<file path="src/rtl/uart_pkg.sv">
// Shared UART definitions: frame geometry, receiver state encoding, parity convention.
package uart_pkg;

  localparam int unsigned UART_DATA_BITS  = 8;
  localparam int unsigned UART_OVERSAMPLE = 16;

  // Receiver FSM states.
  typedef enum logic [2:0] {
    StIdle     = 3'd0,
    StStart    = 3'd1,
    StData     = 3'd2,
    StParity   = 3'd3,
    StStop     = 3'd4,
    StWaitHigh = 3'd5
  } uart_rx_state_e;

  // Even parity: the parity bit makes the XOR of data and parity equal 0.
  function automatic logic even_parity_bit(input logic [UART_DATA_BITS-1:0] data);
    return ^data;
  endfunction

endpackage

</file>
<file path="src/rtl/uart_rx_sync.sv">
// Two-flop synchronizer for the serial line plus a registered falling-edge pulse
// aligned with the synchronized output.
module uart_rx_sync (
  input  logic clk_i,
  input  logic rst_ni,
  input  logic rx_i,
  output logic rx_s_o,
  output logic fall_o
);

  logic meta_q, rx_s_q, fall_q;
  logic fall_d;

  // Edge fires in the same cycle rx_s first reads 0 after a 1.
  always_comb begin
    fall_d = rx_s_q & ~meta_q;
  end

  // Synchronizer flops idle high so reset never looks like a start edge.
  always_ff @(posedge clk_i or negedge rst_ni) begin
    if (!rst_ni) begin
      meta_q <= 1'b1;
      rx_s_q <= 1'b1;
      fall_q <= 1'b0;
    end else begin
      meta_q <= rx_i;
      rx_s_q <= meta_q;
      fall_q <= fall_d;
    end
  end

  assign rx_s_o = rx_s_q;
  assign fall_o = fall_q;

endmodule

</file>
<file path="src/rtl/uart_rx.sv">
// UART receiver: start, 8 data bits LSB first, optional even parity, one stop bit,
// 2-of-3 majority vote around mid-bit.
module uart_rx
  import uart_pkg::*;
#(
  parameter int unsigned OVERSAMPLE = UART_OVERSAMPLE,
  parameter bit          PARITY_EN  = 1'b1
) (
  input  logic       clk,
  input  logic       rst_n,
  input  logic       rx,
  output logic [7:0] dataout,
  output logic       rdsig,
  output logic       parity_err,
  output logic       frame_err,
  output logic       busy
);

  localparam int unsigned CntW = $clog2(OVERSAMPLE);
  localparam int unsigned IdxW = $clog2(UART_DATA_BITS);
  localparam int unsigned Half = OVERSAMPLE / 2;
  localparam logic [CntW-1:0] CntS0   = CntW'(Half - 1);
  localparam logic [CntW-1:0] CntS1   = CntW'(Half);
  localparam logic [CntW-1:0] CntDec  = CntW'(Half + 1);
  localparam logic [CntW-1:0] CntLast = CntW'(OVERSAMPLE - 1);
  localparam logic [IdxW-1:0] IdxLast = IdxW'(UART_DATA_BITS - 1);

  logic rx_s, fall;

  uart_rx_sync u_sync (
    .clk_i  (clk),
    .rst_ni (rst_n),
    .rx_i   (rx),
    .rx_s_o (rx_s),
    .fall_o (fall)
  );

  uart_rx_state_e state_q, state_d;
  logic [CntW-1:0] cnt_q, cnt_d;
  logic [IdxW-1:0] bit_idx_q, bit_idx_d;
  logic [UART_DATA_BITS-1:0] shift_q, shift_d;
  logic [1:0] samp_q, samp_d;
  logic par_err_q, par_err_d;
  logic [7:0] dataout_q, dataout_d;
  logic rdsig_q, rdsig_d, parity_err_q, parity_err_d;
  logic frame_err_q, frame_err_d, busy_q, busy_d;
  logic vote, in_bit, cnt_last, at_dec;

  // Majority of the samples at Half-1, Half and the current one at Half+1.
  assign vote     = (samp_q[1] & samp_q[0]) | (samp_q[1] & rx_s) | (samp_q[0] & rx_s);
  assign in_bit   = (state_q == StStart) || (state_q == StData) ||
                    (state_q == StParity) || (state_q == StStop);
  assign cnt_last = (cnt_q == CntLast);
  assign at_dec   = (cnt_q == CntDec);

  // Next-state and registered-output computation.
  always_comb begin
    state_d      = state_q;
    cnt_d        = cnt_q;
    bit_idx_d    = bit_idx_q;
    shift_d      = shift_q;
    samp_d       = samp_q;
    par_err_d    = par_err_q;
    dataout_d    = dataout_q;
    rdsig_d      = 1'b0;
    parity_err_d = parity_err_q;
    frame_err_d  = frame_err_q;
    busy_d       = busy_q;

    if (in_bit) begin
      cnt_d = cnt_last ? '0 : cnt_q + CntW'(1);
      if (cnt_q == CntS0) samp_d[1] = rx_s;
      if (cnt_q == CntS1) samp_d[0] = rx_s;
    end

    unique case (state_q)
      StIdle: begin
        if (fall) begin
          state_d   = StStart;
          // The edge cycle itself is sub-sample 0 of the start bit.
          cnt_d     = CntW'(1);
          bit_idx_d = '0;
          busy_d    = 1'b1;
        end
      end
      StStart: begin
        if (at_dec && vote) begin
          state_d = StIdle;
          cnt_d   = '0;
          busy_d  = 1'b0;
        end else if (cnt_last) begin
          state_d = StData;
        end
      end
      StData: begin
        if (at_dec) shift_d[bit_idx_q] = vote;
        if (cnt_last) begin
          bit_idx_d = bit_idx_q + IdxW'(1);
          if (bit_idx_q == IdxLast) state_d = PARITY_EN ? StParity : StStop;
        end
      end
      StParity: begin
        if (at_dec) par_err_d = even_parity_bit(shift_q) ^ vote;
        if (cnt_last) state_d = StStop;
      end
      StStop: begin
        if (at_dec) begin
          dataout_d    = shift_q;
          parity_err_d = PARITY_EN ? par_err_q : 1'b0;
          frame_err_d  = ~vote;
          rdsig_d      = 1'b1;
          cnt_d        = '0;
          // Good stop returns early so a back-to-back start edge is caught.
          if (vote) begin
            state_d = StIdle;
            busy_d  = 1'b0;
          end else begin
            state_d = StWaitHigh;
          end
        end
      end
      StWaitHigh: begin
        if (rx_s) begin
          state_d = StIdle;
          busy_d  = 1'b0;
        end
      end
      default: begin
        state_d = StIdle;
        busy_d  = 1'b0;
      end
    endcase
  end

  // State and output registers.
  always_ff @(posedge clk or negedge rst_n) begin
    if (!rst_n) begin
      state_q      <= StIdle;
      cnt_q        <= '0;
      bit_idx_q    <= '0;
      shift_q      <= '0;
      samp_q       <= '0;
      par_err_q    <= 1'b0;
      dataout_q    <= '0;
      rdsig_q      <= 1'b0;
      parity_err_q <= 1'b0;
      frame_err_q  <= 1'b0;
      busy_q       <= 1'b0;
    end else begin
      state_q      <= state_d;
      cnt_q        <= cnt_d;
      bit_idx_q    <= bit_idx_d;
      shift_q      <= shift_d;
      samp_q       <= samp_d;
      par_err_q    <= par_err_d;
      dataout_q    <= dataout_d;
      rdsig_q      <= rdsig_d;
      parity_err_q <= parity_err_d;
      frame_err_q  <= frame_err_d;
      busy_q       <= busy_d;
    end
  end

  assign dataout    = dataout_q;
  assign rdsig      = rdsig_q;
  assign parity_err = parity_err_q;
  assign frame_err  = frame_err_q;
  assign busy       = busy_q;

endmodule
</file>
<file path="config.mk">
export PLATFORM = sky130hd
export DESIGN_NAME = uart_rx
export DESIGN_NICKNAME = d
export VERILOG_FILES = /design/src/rtl/uart_pkg.sv /design/src/rtl/uart_rx_sync.sv /design/src/rtl/uart_rx.sv
export SDC_FILE = /design/constraint.sdc
export NUM_CORES = 1
export LEC_CHECK = 0
export CAP_MARGIN = 20
export CORE_UTILIZATION = 45
export CTS_BUF_LIST = sky130_fd_sc_hd__clkbuf_4 sky130_fd_sc_hd__clkbuf_8
export DETAILED_ROUTE_END_ITERATION = 7
export PLACE_DENSITY_LB_ADDON = 0.2
export SLEW_MARGIN = 25
export SYNTH_ARGS = -nofsm -noshare
export SYNTH_HDL_FRONTEND = slang
export SYNTH_SLANG_ARGS = --single-unit
</file>
<file path="constraint.sdc">
create_clock -name clk -period 2.12 [get_ports clk]
set_input_delay 0.636 -clock clk [delete_from_list [all_inputs] [get_ports clk]]
set_output_delay 0.636 -clock clk [all_outputs]
set_load 0.01 [all_outputs]
</file>
==> results.ini <==
[status]
status = finished, final reports clean

[synth]
synth_edf_count = 0
synth_warnings = 0
synth_area_sq_mm = 0.001909
avgSynthCellArea_sq_um = 11.17
ys_ff_latch = 36
syn_nets = 179
yosysUniqueCellTypes = 48
synthFlopType = dfrtp_1
yosysSeqAreaShare_pct = 47.31
async_reset_ff_share_pct = 100.0
syn_inst = 171

[routing]
via_count = 1386
drt_iter0_drc = 60
wl_microns = 3837
drtAntennaViolNets = 0
vias_per_cell = 5.727
drcViolationCount = 0
dr.pass1.iters = 4
wl_per_cell_microns = 15.86

[min_path]
hold_class = flip-flop to flip-flop
hold_depth = 0

[timing]
finalCritPeriodShare_pct = 93.51
period_needed_ps = 1983
slew-limit-headroom_pct = 59.64
clock_skew_ps = 2.372
setup_tns_ps = 0
final-setup-viol-count = 0
rsz0062_at_grt = false
clock.fmax_mhz = 504.4
fin_ws_ps = 137.5
drv_slew = 0
tightest_slew_ps = 604.1
timing_hold_violations_final = 0

[clock_tree]
cts_tree = built
cts.sinks = 36
clockBufferDepth = 2
h-tree-depth = 2
clk_latency_ps = 290
cts.clk_slew.worst_paths_ps = 70
cts-hold-fix-buffers = 0
cts_buffers = 5
cts_root_buf = clkbuf_8

[critical_path]
reg2regPathDepth = 5
start_kind = flip-flop
arrival_ps = 2160
cp_data_required_time_ps = 2300
path_max_fanout = 8
worstSetupEndpointType = flip-flop
critical_path_class = flip-flop to flip-flop

[power_and_ir_drop]
p_leak_nw = 1.006
pwr_density_cell_mw_per_mm2 = 1169
ir_worst_vdd_v = 0.0007285

[floorplanning]
io_pins = 15
initial_core_util_pct = 47.39
std_cell_rows = 23
die_w_microns = 67.14
die_area_sq_mm = 0.004507
coreArea_sq_mm = 0.004029
die_y_microns = 67.14

[grt]
antenna_found_initial = 0
grt_pass1_vias = 1377
grt.total_usage_pct = 20.06
overflow = 0
grt_pass1_wl_microns = 6624
grt_start_max_net_pins = 37

[place]
place_ws_ps = 131.8
dp_hpwl_microns = 2708
gp_congestion = 0.9314
io_buffers = 14

[cells_and_area]
fill_cells = 361
finalNetCount = 199
syn2layout_area_growth_pct = 16.97
antenna_cells = 0
drive_gt1_share_pct = 19.79
final_core_util_pct = 55.43

[run]
drv_cap = 0

## state kept, by name (all words and copies together), names as in the netlist, named ones only
register and count:
bit_idx_q 3, busy 1, cnt_q 3, dataout 8, frame_err 1, par_err_q 1, parity_err 1, rdsig 1
samp_q 2, shift_q 8, state_q 3, u_sync.fall_o 1, u_sync.meta_q 1, u_sync.rx_s_o 1
## kinds of logic (layout without fill, tap and decap cells)
| family | count (synthesis) | in the layout | share of synthesized area [%] |
|---|---|---|---|
| flip-flops | 36 | 36 | 47.31 |
| AND/OR/NAND/NOR | 50 | 50 | 15.07 |
| XOR/XNOR | 8 | 8 | 4.391 |
| multiplexers | 20 | 20 | 12.98 |
| adder cells (fa/ha/maj) | 6 | 6 | 3.866 |
| AO/OA/AOI/OAI | 36 | 36 | 12.06 |
| buffers and inverters | 15 | 36 | 4.325 |
## stage by stage
step	cells	power, W	cell area [sq um]	hold slack (ps)
3_5_place_dp	234	0.001982	2121	364.2
6_report	242	0.002610	2233	374.7
3_3_place_gp	234	0.001945	2121	357.9
4_1_cts	242	0.002605	2232	374.6
5_1_grt	242	0.002788	2233	379.8
2_1_floorplan	171	0.001739	1909	340.4
## worst paths after layout
kind / start / endpoint / slack [ps]
max in group asynchronous: rst_n / u_sync.meta_q / 1150
min: u_sync.meta_q / u_sync.rx_s_o / 370
min reg2reg: u_sync.meta_q / u_sync.rx_s_o / 370
min in group asynchronous: rst_n / dataout[6] / 720
max: flip-flop / state_q[2] / 140
max reg2reg: flip-flop / state_q[2] / 140
## metal layers
layer	share of wire, %	vias to the layer above	GRT usage, %
met5	0	-	0
met4	1.7	0	9.043
met3	4.3	7	4.054
met2	48	36	32.63
met1	46	687	25.65
li1	-	656	-
## critical path: stages (launching register included)
cell	delay, ps
dfrtp_1	500
ha_1	290
and3_1	260
a2111oi_2	70
a2111o_1	450
a221o_1	300
## power by group
part	switching [W]	internal [W]	leakage, nW
Clock	0.000254	0.000362	0.0586
Combinational	0.000543	0.000460	0.473
Sequential	0.000165	0.000825	0.474
Total	0.000963	0.00165	1.01
## cell usage after synthesis, drive strengths merged (4+ instances only)
cell	number	area share (%)
ha	5	3.3
nand2	12	2.4
mux2	17	11
inv	6	1.2
nand3b	4	1.6
buf	6	2.6
dfrtp	34	45
nor3	5	1.6
xnor2	6	2.8
nand3	4	1.0
o21ai	12	3.1
nor2	6	1.2
a21oi	9	2.4
o31ai	5	2.0
## what timing repair did
action / 4_1_cts / 5_1_grt
resized for setup: 0 / 1
setup buffers: 0 / 0
setup endpoints to repair: 0 / 1
endpoints found under the hold margin: 0 / 0
## placed cells by master, fill, tap and decap left out, drive strengths merged, types with 3 or more instances in the layout
cell            n
dfrtp          34
mux2           17
clkdlybuf4s50  14
nand2          12
o21ai          12
a21oi           9
buf             7
nor2            6
xnor2           6
inv             6
clkbuf          6
o31ai           5
ha              5
nor3            5
nand3b          4
nand3           4
nor2b           3
mux2i           3
or3             3
## final cells by class
type | instances | area (sq um) | share of cell area (%)
multi-input combinational | 120 | 924.6 | 41.40
timing repair buffer | 21 | 205.2 | 9.188
inverter | 7 | 26.28 | 1.176
tap | 50 | 62.56 | 2.801
clock inverter | 2 | 35.03 | 1.569
clock buffer | 6 | 76.32 | 3.417
sequential | 36 | 903.4 | 40.45
No activity file was read; power rests on OpenSTA's default activity.
==> RTL edit, RTL diff (same flow settings) <==
Register the output `dataout` once more, without a reset; this adds one clock of latency there. The other outputs are not delayed to match.
--- a/src/rtl/uart_rx.sv
+++ b/src/rtl/uart_rx.sv
@@ -161,7 +161,9 @@
     end
   end
 
-  assign dataout    = dataout_q;
+  always_ff @(posedge clk) begin
+    dataout <= dataout_q;
+  end
   assign rdsig      = rdsig_q;
   assign parity_err = parity_err_q;
   assign frame_err  = frame_err_q;
Formal check against the unedited RTL: no difference found for any inputs over 10 cycles, from zero or initial values and one cycle with rst_n low; that may be too few to reach the edited logic, so the function may still have changed.
==> RTL edit against the original RTL <==
- cell area up 4.9%
- sequential cell count up 8
- clock skew up 6.4 ps
- routed wire length down 3.4%
- cell count up 4.5%
- maximum frequency up 5.5%
- worst setup slack better by 100 ps
- total power down 4.8%
- synthesized area up 6.5%
- critical path type is now reg -> out
- largest cell class is now registers
==> RTL edit: results <==
group,metric,value,unit
synthesis,synth.distinct_cells,40,
synthesis,yosysSeqAreaShare,52.3,%
power,power_frac_comb,28.3,%
critical_path,arrival,1240,ps
layout,antennaDiodeCount,0,
global_routing,grt_pass1_vias,1343,
routing,drt_iter0_drc,158,
power,p_int,1670,uW
critical_path,timing.critical_path.slowest_cell_delay,550,ps
synthesis,synth.area.top_cells,"dfrtp_1, mux2_2, dfxtp_1",
placed_design,place_area,0.00222,sq mm
synthesis,syn-num-nets,191,
power,peakVddDrop,0.427,mV
timing,skew,8.76,ps
placed_design,place_congestion,0.866,
global_routing,grt_pass1_wl,6380,um
layout,final.fill_count,352,
critical_path,slowest_stage,"clkdlybuf4s50_1",
critical_path,crit_fanout,4,
layout,top_regs,"dataout (8), dataout_q (8), shift_q (8)",
routing,first_pass_iters,4,
layout,final_nets,208,
clock_network,clkSlewWorstSetupHoldPaths,80,ps
placed_design,dp.cells,245,
synthesis,synthTopCellsByCount,"dfrtp_1, mux2_2, nand3_1",
hold_path,hp-class,"in -> async",
routing,via_per_inst,5.38,
timing,worstMarginPinSlew,503,ps
power,p_leak,0.00106,uW
global_routing,grt_usage,17.0,%
placed_design,dp_hpwl,2570,um
placed_design,pre_cts_ws,286,ps
layout,multi_input_area,880,sq um
power,powerSeq,1110,uW
critical_path,cp_top_family,"buffers and inverters",
synthesis,syn-instance-count,183,
power,power_frac_clock,27.0,%
clock_network,clkLatencyLatePin,300,ps
layout,layout-drive-gt1-share,18.9,%
global_routing,antenna_found_initial,0,
routing,totalWireLength,3710,um
synthesis,async_flop_share,81.8,%
routing,vias,1360,
run_status,outcome,"completed",
-- RTL edit: cell types whose count changed after synthesis, moves of 3 or more --
cell	unedited run	this run
inv_1	5	9
mux2_1	3	0
dfxtp_1	0	8
nor2_1	6	12
mux2_2	7	17
mux2_4	7	1
o21ai_1	3	0
a21oi_1	9	6
nand3_1	4	13
o31ai_1	5	0
nand2_1	12	7
-- RTL edit: logic make-up after synthesis --
family                     synth area share, %
DFF                                       52.3
AOI/OAI and AO/OA                         6.71
muxes                                     11.1
and+or+nand+nor                           17.3
adders and majority gates                 3.57
buffers and inverters                     4.43
xor gates and xnor gates                  4.55
-- RTL edit: final cells by class --
type | instances | share of cell area [%]
sequential | 44 | 45.4
multi-input combinational | 120 | 37.5
timing repair buffer | 20 | 7.69
clock buffer | 6 | 3.52
tap | 52 | 2.78
clock inverter | 2 | 1.66
inverter | 9 | 1.44
-- RTL edit: per-layer routing --
| layer | wire length [um] | global-route usage, % |
|---|---|---|
| met1 | 1730 | 22.2 |
| met2 | 1760 | 26.4 |
| met3 | 149 | 4.51 |
| met4 | 62 | 7.94 |
| met5 | 0 | 0 |
-- RTL edit: final timing paths --
kind                       slack (ps)  cells after the start                        to               startpoint
min in group clk                  370                      0   u_sync.rx_s_o$_DFF_PN1_  u_sync.meta_q$_DFF_PN1_
max reg2reg                       270                      6  dataout_q[3]$_DFFE_PN0P_                flip-flop
max                               240                      1                      busy         busy$_DFFE_PN0P_
min                               370                      2                 async pin                    rst_n
min reg2reg                       370                      0   u_sync.rx_s_o$_DFF_PN1_  u_sync.meta_q$_DFF_PN1_
max in group asynchronous        1400                      2   u_sync.meta_q$_DFF_PN1_                    rst_n
